### src/rtl/muldiv_unit.sv
// -----------------------------------------------------------------------------
// muldiv_unit
//   Iterative signed WIDTH x WIDTH multiplier and signed WIDTH / WIDTH divider
//   behind the CPU's MUL and DIV/MOD instructions. Operands are reduced to
//   unsigned magnitudes on accept. The unit then runs WIDTH cycles of either
//   shift-add multiplication or restoring division. Sign-corrected results
//   are registered together with a one-cycle done pulse.
//
// Ports
//   clk, rst       : system clock, asynchronous active-high reset
//   req_mul        : level request, current instruction is MUL (wins over DIV)
//   req_div        : level request, current instruction is DIV or MOD
//   op_a, op_b     : signed operands (CPU D and A)
//   busy           : combinational stall to the arbiter
//   mul_done       : one-cycle pulse, mul_product valid
//   div_done       : one-cycle pulse, div_quotient / div_remainder valid
//   mul_product    : signed 2*WIDTH product
//   div_quotient   : signed quotient, truncated toward zero
//   div_remainder  : signed remainder, sign of the dividend
//   div_by_zero    : last division had a zero divisor (cleared on accept)
// -----------------------------------------------------------------------------
module muldiv_unit #(
  parameter int WIDTH = 16
) (
  input  logic                 clk,
  input  logic                 rst,
  input  logic                 req_mul,
  input  logic                 req_div,
  input  logic [WIDTH-1:0]     op_a,
  input  logic [WIDTH-1:0]     op_b,
  output logic                 busy,
  output logic                 mul_done,
  output logic                 div_done,
  output logic [2*WIDTH-1:0]   mul_product,
  output logic [WIDTH-1:0]     div_quotient,
  output logic [WIDTH-1:0]     div_remainder,
  output logic                 div_by_zero
);

  localparam int CW = (WIDTH > 1) ? $clog2(WIDTH) : 1;
  localparam logic [CW-1:0] LAST_ITER = CW'(WIDTH - 1);

  typedef enum logic [1:0] {
    IDLE = 2'd0,
    CALC = 2'd1,
    DONE = 2'd2
  } state_t;

  // Unsigned WIDTH+1-bit magnitude; the extra bit holds |most negative value|.
  function automatic logic [WIDTH:0] magnitude(input logic [WIDTH-1:0] v);
    logic [WIDTH:0] ext;
    ext = {v[WIDTH-1], v};
    if (v[WIDTH-1]) begin
      magnitude = ~ext + {{WIDTH{1'b0}}, 1'b1};
    end else begin
      magnitude = ext;
    end
  endfunction

  state_t               state_r;
  state_t               state_s;
  logic                 accept_s;
  logic                 last_s;

  logic                 is_mul_r;
  logic                 neg_res_r;   // product / quotient sign
  logic                 neg_rem_r;   // remainder sign (dividend sign)
  logic                 div_zero_r;
  logic [WIDTH:0]       oper_r;      // multiplicand or divisor magnitude
  logic [WIDTH:0]       hi_r;        // partial product high / partial remainder
  logic [WIDTH-1:0]     lo_r;        // multiplier bits / dividend-quotient bits
  logic [CW-1:0]        cnt_r;

  logic [WIDTH:0]       mag_a_s;
  logic [WIDTH:0]       mag_b_s;
  logic [WIDTH:0]       add_s;
  logic [WIDTH:0]       trial_s;
  logic [WIDTH:0]       hi_s;
  logic [WIDTH-1:0]     lo_s;
  logic [2*WIDTH-1:0]   prod_mag_s;
  logic [WIDTH-1:0]     rem_mag_s;

  logic                 mul_done_r;
  logic                 div_done_r;
  logic [2*WIDTH-1:0]   mul_product_r;
  logic [WIDTH-1:0]     div_quotient_r;
  logic [WIDTH-1:0]     div_remainder_r;
  logic                 div_by_zero_r;

  // Next-state, accept strobe and stall request.
  always_comb begin
    state_s  = state_r;
    accept_s = 1'b0;
    busy     = 1'b0;
    case (state_r)
      IDLE: begin
        if (req_mul | req_div) begin
          accept_s = 1'b1;
          busy     = 1'b1;
          state_s  = CALC;
        end else begin
          state_s  = IDLE;
        end
      end
      CALC: begin
        busy = 1'b1;
        if (cnt_r == LAST_ITER) begin
          state_s = DONE;
        end else begin
          state_s = CALC;
        end
      end
      DONE: begin
        // Requests are ignored here so a held request cannot retrigger.
        state_s = IDLE;
      end
      default: begin
        state_s = IDLE;
      end
    endcase
  end

  // One iteration of shift-add multiply or restoring divide.
  always_comb begin
    mag_a_s = magnitude(op_a);
    mag_b_s = magnitude(op_b);
    last_s  = (state_r == CALC) && (cnt_r == LAST_ITER);
    add_s   = hi_r + oper_r;
    trial_s = {hi_r[WIDTH-1:0], lo_r[WIDTH-1]};
    if (is_mul_r) begin
      // Add multiplicand when the current multiplier bit is set, then shift
      // the {high, low} pair right; low fills with finished product bits.
      if (!lo_r[0]) begin
        add_s = hi_r;
      end else begin
        add_s = hi_r + oper_r;
      end
      hi_s = {1'b0, add_s[WIDTH:1]};
      lo_s = {add_s[0], lo_r[WIDTH-1:1]};
    end else begin
      // Shift next dividend bit into the remainder and try to subtract.
      if (trial_s >= oper_r) begin
        hi_s = trial_s - oper_r;
        lo_s = {lo_r[WIDTH-2:0], 1'b1};
      end else begin
        hi_s = trial_s;
        lo_s = {lo_r[WIDTH-2:0], 1'b0};
      end
    end
    prod_mag_s = {hi_s[WIDTH-1:0], lo_s};
    rem_mag_s  = hi_s[WIDTH-1:0];
  end

  // State register.
  always_ff @(posedge clk or posedge rst) begin
    if (rst) begin
      state_r <= IDLE;
    end else begin
      state_r <= state_s;
    end
  end

  // Operand latch on accept and iteration datapath during CALC.
  always_ff @(posedge clk or posedge rst) begin
    if (rst) begin
      is_mul_r   <= 1'b0;
      neg_res_r  <= 1'b0;
      neg_rem_r  <= 1'b0;
      div_zero_r <= 1'b0;
      oper_r     <= '0;
      hi_r       <= '0;
      lo_r       <= '0;
      cnt_r      <= '0;
    end else if (accept_s) begin
      is_mul_r   <= req_mul;
      neg_res_r  <= op_a[WIDTH-1] ^ op_b[WIDTH-1];
      neg_rem_r  <= op_a[WIDTH-1];
      div_zero_r <= (op_b == '0);
      hi_r       <= '0;
      cnt_r      <= '0;
      if (req_mul) begin
        oper_r <= mag_a_s;
        lo_r   <= mag_b_s[WIDTH-1:0];
      end else begin
        oper_r <= mag_b_s;
        lo_r   <= mag_a_s[WIDTH-1:0];
      end
    end else if (state_r == CALC) begin
      hi_r  <= hi_s;
      lo_r  <= lo_s;
      cnt_r <= cnt_r + 1'b1;
    end
  end

  // Result registers and done pulses, loaded on the CALC->DONE edge.
  always_ff @(posedge clk or posedge rst) begin
    if (rst) begin
      mul_done_r      <= 1'b0;
      div_done_r      <= 1'b0;
      mul_product_r   <= '0;
      div_quotient_r  <= '0;
      div_remainder_r <= '0;
      div_by_zero_r   <= 1'b0;
    end else begin
      mul_done_r <= last_s && is_mul_r;
      div_done_r <= last_s && !is_mul_r;
      if (accept_s) begin
        div_by_zero_r <= 1'b0;
      end else if (last_s && !is_mul_r) begin
        div_by_zero_r <= div_zero_r;
      end
      if (last_s && is_mul_r) begin
        // Negating a zero magnitude yields zero, so no extra guard is needed.
        mul_product_r <= neg_res_r ? -prod_mag_s : prod_mag_s;
      end
      if (last_s && !is_mul_r) begin
        // Zero divisor: restoring division already leaves |op_a| as the
        // remainder, so only the quotient needs forcing to -1.
        if (div_zero_r) begin
          div_quotient_r <= '1;
        end else begin
          div_quotient_r <= neg_res_r ? -lo_s : lo_s;
        end
        div_remainder_r <= neg_rem_r ? -rem_mag_s : rem_mag_s;
      end
    end
  end

  assign mul_done      = mul_done_r;
  assign div_done      = div_done_r;
  assign mul_product   = mul_product_r;
  assign div_quotient  = div_quotient_r;
  assign div_remainder = div_remainder_r;
  assign div_by_zero   = div_by_zero_r;

endmodule

### config.mk
export PLATFORM = sky130hd
export DESIGN_NAME = muldiv_unit
export DESIGN_NICKNAME = d
export VERILOG_FILES = /design/src/rtl/muldiv_unit.sv
export SDC_FILE = /design/constraint.sdc
export NUM_CORES = 1
export LEC_CHECK = 0
export CORE_UTILIZATION = 58
export CTS_CLUSTER_DIAMETER = 40
export DETAILED_ROUTE_END_ITERATION = 10
export PLACE_DENSITY = 0.9
export SYNTH_ARGS = -nofsm -noshare
export SYNTH_HDL_FRONTEND = slang
export SYNTH_SLANG_ARGS = --single-unit
### constraint.sdc
create_clock -name clk -period 6.5 [get_ports clk]
set_input_delay 1.625 -clock clk [delete_from_list [all_inputs] [get_ports clk]]
set_output_delay 1.625 -clock clk [all_outputs]
set_load 0.1 [all_outputs]
Word-level counts from Yosys, hierarchy flattened
Cells that the tools add are included.
- bits in writable memories: 0
- latch bits: 0
- output and inout bits: 68
- flip-flop bits (word level): 127
- word-level logic and storage cells: 65
- memory bits (read-only): 0
- memories kept: 0
- $lt $le $gt $ge: 1
- bitwise logic cells: 4
- multiplexer cells: 27
- equality and inequality tests: 2
- $mul: 0
- shifts and indexed selects: 0
- add/subtract/negate cells: 8
- reduce and logical (&&, ||, !) cells: 8
- div/mod/pow operators: 0
- operator list (operator ; count):
    17-bit 2-to-1 mux ; 8
    16-bit 2-to-1 mux ; 7
    17-bit by 1-bit adder with 17-bit output (second input constant) ; 2
    17-bit inverter ; 2
    32-bit 2-to-1 mux ; 1
    16-bit negation ; 2
    32-bit negation ; 1
    17-bit adder ; 1
    17-bit greater-or-equal comparator ; 1
    17-bit subtractor ; 1
    16-bit logical NOT ; 1
    4-bit 2-to-1 mux ; 2
    1-bit 2-to-1 mux ; 6
    4-bit by 1-bit adder with 4-bit output (second input constant) ; 1
    4-bit equality test (second input constant) ; 1
    2-bit one-hot mux with 2 select lines ; 1
    2-bit nonzero test ; 2
    1-bit logical AND ; 3
    2-bit by 1-bit equality test with 1-bit output (second input constant) ; 1
    2-bit logical NOT ; 1
    2-bit 2-to-1 mux ; 1
    1-bit one-hot mux with 2 select lines ; 1
    1-bit logical NOT ; 1
    1-bit bitwise OR ; 1
    1-bit bitwise XOR ; 1

Depth between registers and ports, before layout
- word-level depth: 6
- depth in mapped cells: 17

Worst setup path before layout
No wires, ideal clock.
- path kind: in2out
- start: in req_mul
- end: out busy
- setup slack: 1326 ps
- stages on the path: 6
- arrival: 3549 ps
- required time: 4875 ps
- cells stage by stage: clkbuf_1 -> nor3_1 -> or2_2 -> clkbuf_1 -> clkinv_1 -> clkbuf_1
- longest elaborated chain between the ends: 3
- ends and longest elaborated chain (item ; RTL line ; RTL):
    start, declared ; 27 ; input logic req_mul,
    1-bit bitwise OR ; 97 ; if (req_mul | req_div) begin
    1-bit 2-to-1 mux ; 97 ;
    1-bit one-hot mux with 2 select lines ; 95 ; case (state_r)
    end, declared ; 31 ; output logic busy,
Every way passes these cells.

Worst setup path after layout
- start: in req_div
- end: out busy
- longest elaborated chain between the ends: 3
- ends and longest elaborated chain (item ; RTL line ; RTL):
    start, declared ; 28 ; input logic req_div,
    1-bit bitwise OR ; 97 ;
    1-bit 2-to-1 mux ; 97 ;
    1-bit one-hot mux with 2 select lines ; 95 ;
Every way passes these cells.

==> impl_metrics.yaml <==
outcome:
  outcome: "completed"
setup_path:
  worstReg2RegStart: "hi_r[9]$_DFFE_PP0N_"
  arrival_ps: 3240
  crit_fanout: 27
  r2r_setup_slack_ps: 1840
  slowest_delay_ps: 520
  cp_cell_sequence: "clkdlybuf4s50_1 > nor3_1 > or2_2 > clkinv_1 > buf_12"
  worstSetupEndpointType: "output port"
  reg2reg_to: "mul_product[28]$_DFFE_PP0P_"
  cp-start-kind: "primary input"
  reg2reg_depth: 15
  criticalPathCategory: "primary input to output port"
  cp_data_required_time_ps: 4880
  critical_path.slowest_cell: "or2_2"
yosys:
  ys_seq_area_share_pct: 34.53
  yosysMostFrequentCell: "nand2_1"
  ys_types: 83
  synth_area_um2: 9204
  synth_top_cell_area_share_pct: 34.53
  synth_top_cell_by_area: "dfrtp_1"
  synth-edff-count: 0
  synth_top_flop_cell: "dfrtp_1"
  ys_ff_latch: 127
  synthArstFlopShare_pct: 100.0
  ys_top_cells_by_area: "dfrtp_1 35%, nand2_1 6.8%, o21ai_0 6.5%"
  syn-instance-count: 1110
  syn_area_per_cell_um2: 8.292
  synth_nets: 1186
  yosysWarnings: 0
  synthTopCellsByCount: "166 x nand2_1, 127 x dfrtp_1, 119 x o21ai_0, 76 x nor2_1, 58 x xnor2_1"
placement:
  io_buffers: 103
  dp_hpwl_um: 19580
  place_congestion: 0.9525
timing:
  timing.fmax_ghz: 0.2056
  fin_crit_ps: 4864
  worst_pin_slew_ps: 1110
  fin_crit_sh_pct: 74.83
  final_max_slew_viol_count: 0
  rsz0062_at_grt: "no"
  fin_skew_ps: 9.923
  fin_setup_tns_ps: 0
  finalHoldViolCount: 0
  max_slew_margin_pct: 26.02
  setup_viol: 0
floorplan:
  fp.coreArea_um2: 15370
  die_h_um: 128.0
  fp-row-count: 45
  initial_utilization_pct: 59.88
  dieArea_um2: 16380
  ioPinCount: 104
  fp.dieW_um: 128.0
global_route:
  antenna_found_initial: 0
  track_usage_pct: 34.20
  grt_pass1_wl_um: 43250
  gr-total-overflow: 0
  first_global_vias: 8185
  grt_max_degree: 68
final_layout:
  insertedDiodeCount: 0
  nets: 1258
  areaGrowthSynthToFinish_pct: 18.84
  num-fill-cells: 1159
  drive_gt1_share_pct: 6.951
drt:
  routedWlPerCell_um: 19.49
  drtIter0Drc: 1003
  routed_via_density: 6.406
  ant_nets: 0
  drc: 0
  dr.pass1.iters: 7
  drt_wl_total_um: 27390
  vias: 9000
flow_run:
  timing.max_cap.violations: 0
clock_tree:
  numCtsBuffers: 17
  cts_tree: "done"
  cts.sinks: 127
  htreeDepth: 4
  hold_buffers: 0
  clk_pin_slew_ps: 60
  cts_root_buf: "clkbuf_16"
  clk-insertion-delay-late_ps: 430
  post_cts_buffers: 0
  ctsResizeCount: 0
  cts_buffer_depth: 2
worst_hold_path:
  hp-class: "flip-flop to flip-flop"
  hold_path_end: "div_quotient[8]$_DFFE_PP0P_"
  worstHoldStart: "div_quotient[8]$_DFFE_PP0P_"
  worstHoldPathCells: 2
metrics by stage:
stage / area [um^2] / worst slack, ps / util (%) / instances / hold slack [ps]
3_3_place_gp: 10360 / 1700 / 67.40 / 1374 / 456.7
5_1_grt: 10940 / 1551 / 71.16 / 1405 / 501.2
6_report: 10940 / 1636 / 71.16 / 1405 / 471.2
2_1_floorplan: 9204 / 1326 / - / 1110 / 464.7
3_5_place_dp: 10360 / 1689 / 67.40 / 1374 / 460.8
4_1_cts: 10940 / 1660 / 71.16 / 1405 / 472.8
kinds of logic (layout without fill, tap and decap cells):
group,after synthesis,count (layout),share of synthesized area [%]
flops,127,127,34.53
fa+ha+maj,40,40,5.601
simple gates,375,375,19.11
xor+xnor,87,87,8.279
buf+inv,110,194,4.595
compound gates,338,338,24.13
mux,33,33,3.752
worst max path at each step:
| stage | endpoint | depth (start not counted) | from | slack (ps) |
|---|---|---|---|---|
| floorplan | busy | 6 | req_mul | 1330 |
| global placement | busy | 5 | req_div | 1700 |
| detailed placement | busy | 5 | req_div | 1690 |
| CTS | busy | 5 | req_div | 1660 |
| global route | mul_product[28]$_DFFE_PP0P_ | 15 | hi_r[7]$_DFFE_PP0N_ | 1550 |
| finish | busy | 5 | req_div | 1640 |
placed cells by master (no fill, tap or decap), types with 12 or more instances in the layout:
cell and count:
nand2_1 166, dfrtp_1 127, o21ai_0 119, clkdlybuf4s50_1 102, nor2_1 76, xnor2_1 58
a21oi_1 55, inv_1 46, ha_1 38, xor2_1 29, nor3_1 27, nand3_1 22
mux2i_1 21, o211ai_1 18, o31ai_1 18, clkbuf_16 17, nand4_1 15, or3_1 13
a211oi_1 13, mux2_2 12
per-layer routing:
metal	track usage [%]	vias to the layer above	wire length [um]
met2	54.48	539	12650
met3	5.801	75	2554
li1	-	4146	-
met4	14.95	0	959
met5	0	-	0
met1	45.94	4240	11220
layout make-up:
cell class / count / area (um^2) / share of cell area, %
clock buffer: 19 / 442.9 / 4.049
tap: 211 / 264.0 / 2.414
clock inverter: 12 / 135.1 / 1.235
inverter: 49 / 186.4 / 1.704
sequential: 127 / 3178 / 29.06
multi-input combinational: 873 / 5608 / 51.27
timing repair buffer: 114 / 1124 / 10.27
worst max-delay path, delay by kind of cell:
family | cells | cell delay [ps]
buffers and inverters | 3 | 920
and+or+nand+nor | 2 | 690
flip-flops by register name, summed over array words and instances, names as in the netlist:
| name | flops |
|---|---|
| hi_r | 17 |
| mul_product | 32 |
| state_r | 2 |
| is_mul_r | 1 |
| oper_r | 17 |
| cnt_r | 4 |
| neg_res_r | 1 |
| div_by_zero | 1 |
| div_zero_r | 1 |
| div_remainder | 16 |
| div_done | 1 |
| neg_rem_r | 1 |
| div_quotient | 16 |
| mul_done | 1 |
| lo_r | 16 |
Power is not shown: default switching activity piles up to over one toggle a cycle in this logic, so the estimate is an artifact.
